[src/rtl/pipeline_hazard_ctrl.sv]
// Hazard/flush/halt sequencer for the 5-stage CPU: tracks in-flight register
// writes, stalls on RAW hazards, flushes on taken branches and drains on halt.
module pipeline_hazard_ctrl #(
  parameter int unsigned SB_DEPTH = 3,
  parameter int unsigned CNT_W    = 16
) (
  input  logic             CLK,
  input  logic             RST_N,
  input  logic             id_valid,
  input  logic [4:0]       id_rs_addr,
  input  logic [4:0]       id_rt_addr,
  input  logic             id_rs_used,
  input  logic             id_rt_used,
  input  logic             id_reg_write,
  input  logic [4:0]       id_wb_addr,
  input  logic             id_halt,
  input  logic             pc_src_m,
  output logic             stall_f,
  output logic             stall_d,
  output logic             bubble_e,
  output logic             flush,
  output logic             terminate,
  output logic             halted,
  output logic [CNT_W-1:0] stall_count,
  output logic [CNT_W-1:0] flush_count
);

  localparam int unsigned REG_W = 5;

  typedef enum logic [1:0] {
    RUN   = 2'd0,
    DRAIN = 2'd1,
    HALT  = 2'd2
  } state_t;

  state_t             r_state;
  logic [SB_DEPTH-1:0] r_sb_v;
  logic [REG_W-1:0]   r_sb_addr [SB_DEPTH];
  logic               r_terminate;
  logic               r_halted;
  logic [CNT_W-1:0]   r_stall_count;
  logic [CNT_W-1:0]   r_flush_count;

  logic w_rs_hit;
  logic w_rt_hit;
  logic w_run;
  logic w_hazard;
  logic w_flush;
  logic w_stall;
  logic w_issue;
  logic w_halt_go;
  logic w_sb_empty;

  // Source-vs-scoreboard match; WB entry counts since the regfile is not write-through
  always_comb begin
    w_rs_hit = 1'b0;
    w_rt_hit = 1'b0;
    for (int i = 0; i < SB_DEPTH; i++) begin
      if (r_sb_v[i] && (r_sb_addr[i] == id_rs_addr)) w_rs_hit = 1'b1;
      if (r_sb_v[i] && (r_sb_addr[i] == id_rt_addr)) w_rt_hit = 1'b1;
    end
  end

  assign w_run      = (r_state == RUN);
  assign w_hazard   = w_run && id_valid &&
                      ((id_rs_used && (id_rs_addr != REG_W'(0)) && w_rs_hit) ||
                       (id_rt_used && (id_rt_addr != REG_W'(0)) && w_rt_hit));
  assign w_flush    = pc_src_m && (r_state != HALT);
  assign w_stall    = w_run ? (w_hazard && !w_flush) : 1'b1;
  assign w_issue    = w_run && id_valid && !w_hazard && !w_flush && !id_halt;
  assign w_halt_go  = w_run && id_valid && id_halt && !w_hazard && !w_flush;
  assign w_sb_empty = ~|r_sb_v;

  assign stall_f     = w_stall;
  assign stall_d     = w_stall;
  assign bubble_e    = w_stall;
  assign flush       = w_flush;
  assign terminate   = r_terminate;
  assign halted      = r_halted;
  assign stall_count = r_stall_count;
  assign flush_count = r_flush_count;

  // Sequencing FSM with registered terminate/halted
  always_ff @(posedge CLK or negedge RST_N) begin
    if (!RST_N) begin
      r_state     <= RUN;
      r_terminate <= 1'b0;
      r_halted    <= 1'b0;
    end else begin
      r_terminate <= 1'b0;
      case (r_state)
        RUN: begin
          if (w_halt_go) r_state <= DRAIN;
        end
        DRAIN: begin
          if (w_flush) begin
            r_state <= RUN;
          end else if (w_sb_empty) begin
            r_state     <= HALT;
            r_terminate <= 1'b1;
            r_halted    <= 1'b1;
          end
        end
        HALT: begin
          r_halted <= 1'b1;
        end
        default: r_state <= RUN;
      endcase
    end
  end

  // Scoreboard shift; a flush kills the instruction leaving EX
  always_ff @(posedge CLK or negedge RST_N) begin
    if (!RST_N) begin
      r_sb_v <= '0;
      for (int i = 0; i < SB_DEPTH; i++) r_sb_addr[i] <= '0;
    end else begin
      r_sb_v[0]    <= w_issue && id_reg_write && (id_wb_addr != REG_W'(0));
      r_sb_addr[0] <= w_issue ? id_wb_addr : REG_W'(0);
      for (int i = 1; i < SB_DEPTH; i++) begin
        if ((i == 1) && w_flush) begin
          r_sb_v[i]    <= 1'b0;
          r_sb_addr[i] <= '0;
        end else begin
          r_sb_v[i]    <= r_sb_v[i-1];
          r_sb_addr[i] <= r_sb_addr[i-1];
        end
      end
    end
  end

  // Saturating performance counters
  always_ff @(posedge CLK or negedge RST_N) begin
    if (!RST_N) begin
      r_stall_count <= '0;
      r_flush_count <= '0;
    end else begin
      if (w_hazard && !w_flush && (r_stall_count != {CNT_W{1'b1}}))
        r_stall_count <= r_stall_count + CNT_W'(1);
      if (w_flush && (r_flush_count != {CNT_W{1'b1}}))
        r_flush_count <= r_flush_count + CNT_W'(1);
    end
  end

endmodule

[config.mk]
export PLATFORM = sky130hd
export DESIGN_NAME = pipeline_hazard_ctrl
export DESIGN_NICKNAME = d
export VERILOG_FILES = /design/src/rtl/pipeline_hazard_ctrl.sv
export SDC_FILE = /design/constraint.sdc
export NUM_CORES = 1
export LEC_CHECK = 0
export CAP_MARGIN = 20
export CORE_MARGIN = 8
export CORE_UTILIZATION = 30
export DETAILED_ROUTE_END_ITERATION = 6
export PLACE_DENSITY = 0.55
export SETUP_SLACK_MARGIN = 0.05
export SLEW_MARGIN = 10
export SYNTH_ARGS = -nofsm -noshare
export SYNTH_HDL_FRONTEND = slang
export SYNTH_SLANG_ARGS = --single-unit
[constraint.sdc]
create_clock -name CLK -period 3.15 [get_ports CLK]
set_clock_uncertainty 0.1 [all_clocks]
set_input_delay 0.63 -clock CLK [delete_from_list [all_inputs] [get_ports CLK]]
set_output_delay 0.63 -clock CLK [all_outputs]
set_load 0.02 [all_outputs]
==> metrics.log <==
INFO  metric status = finished, final reports clean
INFO  metric worst-endpoint-arrival = 2.33 ns
INFO  metric drt_drc_violations_left = 0
INFO  metric avgViaCountPerCell = 4.64
INFO  metric tritoncts = done
INFO  metric worstSetupEndpointType = primary output
INFO  metric clk_pin_slew = 0.08 ns
INFO  metric hold_viol = 0
INFO  metric setup_viol = 0
INFO  metric setup-tns-final = 0 ns
INFO  metric overflow = 0
INFO  metric hpwl = 4540 um
INFO  metric use_met2 = 17.2%
INFO  metric starting_density_of_the_core = 30.5%
INFO  metric cts-root-buf = sky130_fd_sc_hd__clkbuf_8
INFO  metric worst_skew_pair.late_latency = 0.30 ns
INFO  metric syn_to_final_growth = 36.7%
INFO  metric num-fill-cells = 830
INFO  metric antenna_cells_inserted = 0
INFO  metric timing_worst_slew_pin_value = 0.597 ns
INFO  metric placement.setup.worst_slack = -0.633 ns
INFO  metric global_route.usage.total = 10.4%
INFO  metric floorplan.die.height = 110 um
INFO  metric timing.critical_path.cells = dlygate4sd2_1 > xor2_1 > nor4_1 > nand3_1 > a31oi_2 > or2_4 > a311o_1 > buf_6
INFO  metric slew_headroom = 60.2%
INFO  metric drive_above_1_share = 21.6%
INFO  metric max-cap-violations = 0
INFO  metric core-area = 8590 um^2
INFO  metric cts-buffers-inserted = 5
INFO  metric detailedRoute.firstPassIterationCount = 5
INFO  metric total_die_area = 12000 um^2
INFO  metric post-route-worst-setup-slack = 0.0894 ns
INFO  metric grt_pass1_wl = 9810 um
INFO  metric startpoint_type = input pin
INFO  metric layout_worst_path_cycle_share = 97.2%
INFO  metric top_usage_layer = met2
INFO  metric layout.area.seq = 1350 um^2
INFO  metric crit_required = 2.42 ns
INFO  metric yosys_warnings = 0
INFO  metric wl = 6060 um
INFO  metric ant_nets = 0
INFO  metric syn_area = 2620 um^2
INFO  metric layout_common_cells = sky130_fd_sc_hd__dfrtp_1, sky130_fd_sc_hd__clkdlybuf4s50_1, sky130_fd_sc_hd__xnor2_1
INFO  metric final_common_cell = sky130_fd_sc_hd__dfrtp_1
INFO  metric gr-usage-met3 = 3.17%
INFO  metric worst_path_largest_cell_delay = 0.30 ns
INFO  metric path_class = in -> out
INFO  metric fin_nets = 329
INFO  metric die_w = 110 um
INFO  metric grt_start_max_net_pins = 47
INFO  metric clock_sinks = 54
INFO  metric initialDrtViolationCount = 60
INFO  metric timing.critical_path.max_delay_family = simple AND/OR/NAND/NOR gates
INFO  metric synth_sequential_area_ratio = 51.5%
INFO  metric post-route-util = 41.7%
INFO  metric worst_ir_drop_vdd = 170 uV
INFO  metric timing.final.crit_period = 3.06 ns
INFO  metric cts_hold_repair.buffers = 0
INFO  metric antenna_found_initial = 0
INFO  metric cellPowerDensity = 325 nW/um^2
INFO  metric cts_max_level = 2
INFO  metric worstSetupPathDepth = 8
INFO  metric first_global_vias = 1942
INFO  metric post_drt_wl_per_cell = 14.7 um
INFO  metric number_of_buffers_between_clock_root_and_the_deepest_sink = 2
INFO  metric crit_buf_inv = 2
INFO  metric ys_ff_latch = 54
INFO  metric buffer_ports.inserted = 60
INFO  metric min-delay-path-class = in -> async
INFO  metric critical_path_peak_fanout = 4
INFO  metric total_power = 1160 uW
INFO  metric ff2ff_path_depth = 10
INFO  metric detailroute.via_count = 1917
INFO  metric grt_setup_unrepaired = false
INFO  metric grt_util_met1 = 12.8%
INFO  metric num_rows = 34
INFO  metric synth.avg_cell_area = 11.7 um^2
INFO  metric max_clock_freq = 0.327 GHz
INFO  metric netlist_instances = 224
INFO  metric critical_path.slowest_cell = sky130_fd_sc_hd__dlygate4sd2_1
INFO  metric synth.distinct_cells = 38
INFO  metric area_of_the_multi_input_gates = 1270 um^2
INFO  metric io_pins = 61
INFO  metric synth_fp_nets = 249
INFO  metric static-leakage-power = 0.00161 uW
INFO  metric maxSlewViolCount = 0
INFO  metric gp_routability_congestion = 0.829
-- worst paths after layout --
kind,start,to,slack [ns]
setup / recovery,id_rs_addr[1],stall_d,0.09
hold / removal,RST_N,r_sb_addr[2]$_DFF_PN0_,0.07
min in group CLK,r_sb_v[1]$_DFF_PN0_,r_sb_v[2]$_DFF_PN0_,0.34
setup reg to reg,r_sb_addr[1]$_DFF_PN0_,stall_count[1]$_DFFE_PN0P_,0.69
hold reg to reg,r_sb_v[1]$_DFF_PN0_,r_sb_v[2]$_DFF_PN0_,0.34
max in group asynchronous,RST_N,r_sb_addr[5]$_DFF_PN0_,2.07
-- cell usage after synthesis --
master | instances | share of area, %
sky130_fd_sc_hd__a21oi_1 | 1 | 0.19
sky130_fd_sc_hd__a21oi_4 | 1 | 0.62
sky130_fd_sc_hd__a311o_1 | 1 | 0.38
sky130_fd_sc_hd__a31oi_1 | 3 | 0.72
sky130_fd_sc_hd__and2_1 | 12 | 2.9
sky130_fd_sc_hd__and3_1 | 7 | 1.7
sky130_fd_sc_hd__and3_4 | 2 | 0.86
sky130_fd_sc_hd__and4_1 | 3 | 1.0
sky130_fd_sc_hd__and4_4 | 2 | 0.86
sky130_fd_sc_hd__buf_4 | 2 | 0.57
sky130_fd_sc_hd__buf_6 | 1 | 0.43
sky130_fd_sc_hd__buf_8 | 1 | 0.57
sky130_fd_sc_hd__clkbuf_1 | 1 | 0.14
sky130_fd_sc_hd__dfrtp_1 | 54 | 52
sky130_fd_sc_hd__ha_1 | 2 | 0.95
sky130_fd_sc_hd__inv_1 | 5 | 0.72
sky130_fd_sc_hd__mux2_2 | 2 | 0.86
sky130_fd_sc_hd__nand2_1 | 14 | 2.0
sky130_fd_sc_hd__nand2b_1 | 1 | 0.24
sky130_fd_sc_hd__nand3_1 | 12 | 2.3
sky130_fd_sc_hd__nand3_2 | 6 | 2.3
sky130_fd_sc_hd__nand3b_1 | 1 | 0.29
sky130_fd_sc_hd__nand4_1 | 7 | 1.7
sky130_fd_sc_hd__nor2_1 | 3 | 0.43
sky130_fd_sc_hd__nor2b_1 | 1 | 0.24
sky130_fd_sc_hd__nor3_1 | 2 | 0.38
sky130_fd_sc_hd__nor3_4 | 1 | 0.62
sky130_fd_sc_hd__nor4_1 | 7 | 1.7
sky130_fd_sc_hd__nor4_2 | 1 | 0.48
sky130_fd_sc_hd__o21a_2 | 1 | 0.33
sky130_fd_sc_hd__o21ai_1 | 2 | 0.38
sky130_fd_sc_hd__o32ai_1 | 1 | 0.33
sky130_fd_sc_hd__or2_2 | 1 | 0.24
sky130_fd_sc_hd__or2_4 | 1 | 0.33
sky130_fd_sc_hd__or4_1 | 2 | 0.57
sky130_fd_sc_hd__xnor2_1 | 31 | 10
sky130_fd_sc_hd__xor2_1 | 28 | 9.3
sky130_fd_sc_hd__xor2_2 | 1 | 0.62
-- cell type report --
cell class                      count  area share (%)
Timing Repair Buffer               78            20.0
Inverter                            5           0.523
Clock buffer                        7            2.41
Clock inverter                      1           0.140
Multi-Input combinational cell    160            35.5
Tap cell                          108            3.77
Sequential cell                    54            37.7
-- registers in the layout, summed over array words and instances, names as in the netlist --
register,cells
flush_count,16
stall_count,16
r_sb_addr,15
r_sb_v,3
r_state,2
halted,1
terminate,1
-- metal layers --
layer,wire (um),vias up
met5,0,-
met4,56,0
met3,317,6
met2,2950,44
met1,2740,946
li1,-,921
-- cell families (layout without fill, tap and decap cells) --
| logic type | count (synthesis) | count (layout) | share of synthesized area [%] |
|---|---|---|---|
| xor gates and xnor gates | 60 | 60 | 20.3 |
| muxes | 2 | 2 | 0.858 |
| adders and majority gates | 2 | 2 | 0.954 |
| buffers and inverters | 10 | 91 | 2.43 |
| DFF | 54 | 54 | 51.5 |
| AOI/OAI and AO/OA | 10 | 10 | 2.96 |
| and+or+nand+nor | 86 | 86 | 21.0 |
-- stage by stage --
stage                     hold slack (ns)  cells  cell area, um^2
final                              0.0655    413             3590
after global routing               0.0606    413             3590
after CTS                          0.0564    410             3550
after detailed placement            0.323    401             3430
after global placement              0.324    401             3430
after floorplan                     0.234    224             2620
-- report_power, final --
| group | leakage (uW) | internal [uW] | switching, uW | total [uW] |
|---|---|---|---|---|
| sequential | 0.000744 | 693 | 0 | 693 |
| combinational | 0.000817 | 39.5 | 42.5 | 82.1 |
| clock | 0.0000482 | 178 | 212 | 390 |
-- repair_timing --
| item | CTS | global route |
|---|---|---|
| setup buffers | 1 | 3 |
| pin swaps | 15 | 11 |
| endpoints found under the hold margin | 0 | 0 |
| resized for setup | 44 | 20 |
| setup endpoints to repair | 3 | 3 |
(Power assumes the default switching activity.)
==> RTL edit 1: new RTL, same settings <==
`SB_DEPTH`: 3 -> 5.
--- a/src/rtl/pipeline_hazard_ctrl.sv
+++ b/src/rtl/pipeline_hazard_ctrl.sv
@@ -1,7 +1,7 @@
 // Hazard/flush/halt sequencer for the 5-stage CPU: tracks in-flight register
 // writes, stalls on RAW hazards, flushes on taken branches and drains on halt.
 module pipeline_hazard_ctrl #(
-  parameter int unsigned SB_DEPTH = 3,
+  parameter int unsigned SB_DEPTH = 5,
   parameter int unsigned CNT_W    = 16
 ) (
   input  logic             CLK,
Check against the original RTL: not equivalent (Yosys sat finds a counterexample within 10 cycles, from zero or initial values and one cycle with RST_N low).
==> RTL edit 1 against the unedited design <==
Count of clock-buffer cells in the layout increased by 2; worst setup slack improved by 0.057 ns; final area increased by 20%; utilization decreased by 0.21 points; routed wire length increased by 21%; non-clock buffer count increased by 5; synthesized cell count increased by 25%; first-iteration DRC count increased by 48%; sequential cell count increased by 12; register-to-register slack improved by 0.03 ns; sequential share of layout area increased by 0.85 points; synthesized area increased by 22%; global-route usage increased by 0.46 points; critical path type unchanged; highest routed layer unchanged.
Power is not compared: it rests on default switching activity, and its combinational part moved more than twofold at a synthesized area within 25%.
==> RTL edit 1: results <==
metrics = {
    "run_status": {
        "run_status": "finished clean",
    },
    "setup_path": {
        "worstPathArrival_ns": 2.27,
        "crit_family": "simple AND/OR/NAND/NOR gates",
        "crit_path_top_delay_cell": "nor4_1",
        "rr_worst_depth": 10,
        "timing.rr.start": "r_sb_addr[12]",
        "r2r-end": "stall_count[13]",
        "crit_fanout": 6,
        "slowest_delay_ns": 0.27,
        "critPathLaunch": "id_rs_addr[4]",
        "regToRegSetupSlack_ns": 0.72,
        "cp-endpoint": "stall_f",
    },
    "place": {
        "postPlaceCellArea_um2": 4070,
        "dp_slack_ns": -0.806,
        "post-dp-hpwl_mm": 5.70,
        "place.gp.congestion": 0.801,
    },
    "clocking": {
        "htreeDepth": 3,
        "root_buffer": "clkbuf_8",
        "clk_latency_ns": 0.33,
        "cts_buffers": 9,
        "cts_max_path_buffers": 2,
    },
    "yosys": {
        "synth_cell_types": 39,
        "synth_common_cells": "dfrtp_1, xor2_1, xnor2_1",
        "synth_seq_area_share": 0.517,
        "synth.area.top_cells": "dfrtp_1, xor2_1, xnor2_1, nand3_1, and2_1",
        "async_flop_share": 1.00,
        "syn_nets": 306,
    },
    "sta": {
        "fmax_mhz": 333,
        "worst_slew_pin_slew_ns": 0.687,
        "maxSlewViolCount": 0,
    },
    "detailed_routing": {
        "vias_per_cell": 4.46,
        "drt-pass1-iter-count": 4,
        "drtIter0Drc": 89,
        "wl_mm": 7.34,
    },
    "power_and_ir_drop": {
        "p_leak_uw": 0.00199,
    },
    "final_layout": {
        "fin_nets": 387,
        "final_layout_size_suffix_gt1_frac": 0.185,
        "syn_to_final_growth_pct": 34.3,
        "nFillCells": 1029,
    },
    "global_route": {
        "grt_max_degree": 39,
        "track_usage": 0.108,
        "grt_pass1_vias": 2483,
        "grt_pass1_wl_mm": 12.5,
    },
    "worst_hold_path": {
        "hold_class": "in2async",
    },
}
## RTL edit 1: changes by cell type after synthesis, sizes merged, moves of 3 or more
cell / delta
nor4: +5
buf: +8
xor2: +28
and3: -4
dfrtp: +12
xnor2: -9
o21ai: +3
nor2: +10
nor3: +5
## RTL edit 1: stage by stage
step | TNS, ns | hold slack, ns | std cells
after floorplan | 0 | 0.234 | 281
after global placement | -2.98 | 0.315 | 486
after detailed placement | -3.40 | 0.314 | 486
after CTS | 0 | 0.245 | 502
after global routing | 0 | 0.268 | 503
final | 0 | 0.229 | 503
## RTL edit 1: repair_timing
item	in CTS	in global routing
pin swaps	15	11
gates resized for setup	52	9
setup endpoints to repair	3	3
endpoints found under the hold margin	0	0
setup buffers	0	1
## RTL edit 1: power groups by stage
stage / registers, µW / logic, µW / clock network [µW]
after floorplan: 1030 / 208 / 0
after global placement: 992 / 463 / 0
after detailed placement: 994 / 466 / 0
after CTS: 979 / 479 / 724
after global routing: 991 / 511 / 767
final: 980 / 469 / 698
## RTL edit 1: logic make-up after synthesis
group / Yosys count / share of synthesized area
compound gates: 11 / 0.0345
xor+xnor: 79 / 0.217
fa+ha+maj: 2 / 0.00784
buf+inv: 16 / 0.0270
flops: 66 / 0.517
mux: 3 / 0.0102
simple gates: 104 / 0.186
## RTL edit 1: area by class of cell
cell class / instances / area share
sequential: 66 / 0.385
clock buffer: 9 / 0.0289
tap: 136 / 0.0397
timing repair buffer: 83 / 0.183
clock inverter: 7 / 0.0160
inverter: 3 / 0.00263
multi-input combinational: 199 / 0.345
## RTL edit 1: metal layers
metal / GRT usage / routed length (µm) / vias to the layer above
li1: - / - / 1114
met1: 0.142 / 3470 / 1082
met2: 0.164 / 3410 / 43
met3: 0.0331 / 406 / 2
met4: 0.0379 / 43 / 0
met5: 0 / 0 / -
==> RTL edit 2: new RTL, same settings <==
Without the edit above. Re-encode `state_t` (3 states) as one-hot, 3 bits wide.
--- a/src/rtl/pipeline_hazard_ctrl.sv
+++ b/src/rtl/pipeline_hazard_ctrl.sv
@@ -27,10 +27,10 @@
 
   localparam int unsigned REG_W = 5;
 
-  typedef enum logic [1:0] {
-    RUN   = 2'd0,
-    DRAIN = 2'd1,
-    HALT  = 2'd2
+  typedef enum logic [2:0] {
+    RUN   = 3'b001,
+    DRAIN = 3'b010,
+    HALT  = 3'b100
   } state_t;
 
   state_t             r_state;
Function: same outputs for any inputs over 10 cycles, from zero or initial values and one cycle with RST_N low; not proved beyond that.
==> RTL edit 2 against the unedited design <==
Sequential cell count increased by 1; largest cell class unchanged; power rose by 2.7%; synthesized cell count is 5.4% higher; worst setup slack improved by 0.035 ns; final area is 0.28% higher; synthesized area up 1.2%; count of clock-buffer cells in the layout up 1; routed wire length is 2.1% higher; worst hold slack improved by 0.14 ns; highest routed layer unchanged.
==> RTL edit 2: results <==
metrics = {
    "clocking": {
        "cts_buffers": 5,
        "clk_pin_slew_worst_paths_ns": 0.09,
        "clk_latency_ns": 0.30,
        "htreeDepth": 2,
        "root_buffer": "clkbuf_8",
        "cts_max_path_buffers": 2,
    },
    "power_and_ir_drop": {
        "p_leak_uw": 0.00163,
        "peakVddDrop_uv": 163,
    },
    "place": {
        "port_buffers": 60,
        "placedCellCount": 410,
        "post-dp-hpwl_mm": 4.61,
        "place.gp.congestion": 0.859,
    },
    "final_layout": {
        "antenna_cells": 0,
        "final_layout_size_suffix_gt1_frac": 0.137,
        "fin_nets": 337,
        "nFillCells": 873,
    },
    "yosys": {
        "synth_cells": 236,
        "synth_seq_area_share": 0.519,
        "synth_cell_types": 39,
        "synth-edff-count": 0,
        "syn_nets": 261,
        "ys.flop_type": "dfrtp_1",
        "async_flop_share": 1.00,
        "synth_common_cells": "dfrtp_1, xor2_1, xnor2_1",
        "synth.area.top_cells": "dfrtp_1, xor2_1, xnor2_1, nand3_1, and2_1",
    },
    "setup_path": {
        "worstPathArrival_ns": 2.30,
        "timing.rr.start": "stall_count[0]",
        "crit_fanout": 3,
        "critPathLaunch": "id_rt_addr[3]",
    },
    "worst_hold_path": {
        "hold_class": "in2async",
    },
    "detailed_routing": {
        "vias_per_cell": 4.64,
        "wl_per_cell_um": 14.7,
        "drt-pass1-iter-count": 4,
        "drtIter0Drc": 41,
        "vias": 1953,
    },
    "sta": {
        "maxSlewViolCount": 0,
        "worst_slew_pin_slew_ns": 0.385,
    },
    "run_status": {
        "run_status": "finished clean",
    },
    "global_route": {
        "track_usage": 0.107,
        "grt_pass1_wl_mm": 10.4,
        "grt_pass1_vias": 2060,
        "antenna_found_initial": 0,
        "grt_max_degree": 56,
    },
}
-- RTL edit 2: cell count changes in the layout (fill, tap and decap cells not counted), sizes merged, moves of 6 or more --
cell         delta
xnor2           -8
dlygate4sd2     +8
xor2            +8
clkbuf          -6
nor2           +13
-- RTL edit 2: routing by layer --
layer | GRT usage | part of all wire | vias up
li1 | - | - | 966
met1 | 0.127 | 0.43 | 951
met2 | 0.184 | 0.51 | 30
met3 | 0.0302 | 0.052 | 6
met4 | 0.0285 | 0.010 | 0
met5 | 0 | 0 | -
-- RTL edit 2: through the flow --
step / power, µW / setup WS (ns) / hold slack, ns / TNS (ns) / cell area [µm²]
2_1_floorplan: 735 / 0.135 / 0.234 / 0 / 2660
3_3_place_gp: 797 / -0.704 / 0.327 / -2.12 / 3450
3_5_place_dp: 796 / -0.745 / 0.327 / -2.27 / 3450
4_1_cts: 1220 / 0.0668 / 0.216 / 0 / 3580
5_1_grt: 1260 / 0.0571 / 0.225 / 0 / 3600
6_report: 1200 / 0.124 / 0.203 / 0 / 3600
-- RTL edit 2: power breakdown --
part / internal (µW) / switching [µW] / leakage (µW) / total, µW
clock network: 201 / 216 / 0.0000515 / 417
registers: 705 / 0 / 0.000755 / 705
logic: 35.6 / 38.1 / 0.000821 / 73.7
total: 942 / 254 / 0.00163 / 1200
-- RTL edit 2: repair_timing --
action                                  CTS  global route
setup buffers                             2             1
pin swaps                                 5             1
endpoints found under the setup margin    3             3
gates resized for setup                  34             1
-- RTL edit 2: logic make-up after synthesis --
| family | Yosys count | share of synthesized area |
|---|---|---|
| adders and majority gates | 2 | 0.00942 |
| xor gates and xnor gates | 60 | 0.198 |
| and+or+nand+nor | 95 | 0.202 |
| buffers and inverters | 7 | 0.0202 |
| AOI/OAI and AO/OA | 15 | 0.0433 |
| DFF | 55 | 0.519 |
| muxes | 2 | 0.00848 |
-- RTL edit 2: layout make-up --
class,count,area (µm²),share of cell area
timing repair buffer,75,714,0.199
inverter,1,3.75,0.00104
tap,108,135,0.0376
multi-input combinational,174,1270,0.352
clock buffer,8,100,0.0278
sequential,55,1380,0.383
-- RTL edit 2: critical path, cell delays in order --
cell and delay [ns]:
clkdlybuf4s50_1 0.46, or4_1 0.54, o21ai_2 0.16, a31oi_2 0.07, nor2_2 0.17, o21ai_2 0.10
buf_4 0.16
-- RTL edit 2: final timing paths --
path,to,slack (ns),cells past startpoint
max in group asynchronous,r_state[0],2.45,2
worst min register to register,r_sb_addr[2],0.34,0
worst max register to register,stall_count[9],0.73,10
min in group CLK,r_sb_addr[2],0.34,0
worst min-delay path,r_state[2],0.20,2
worst max-delay path,stall_f,0.12,7
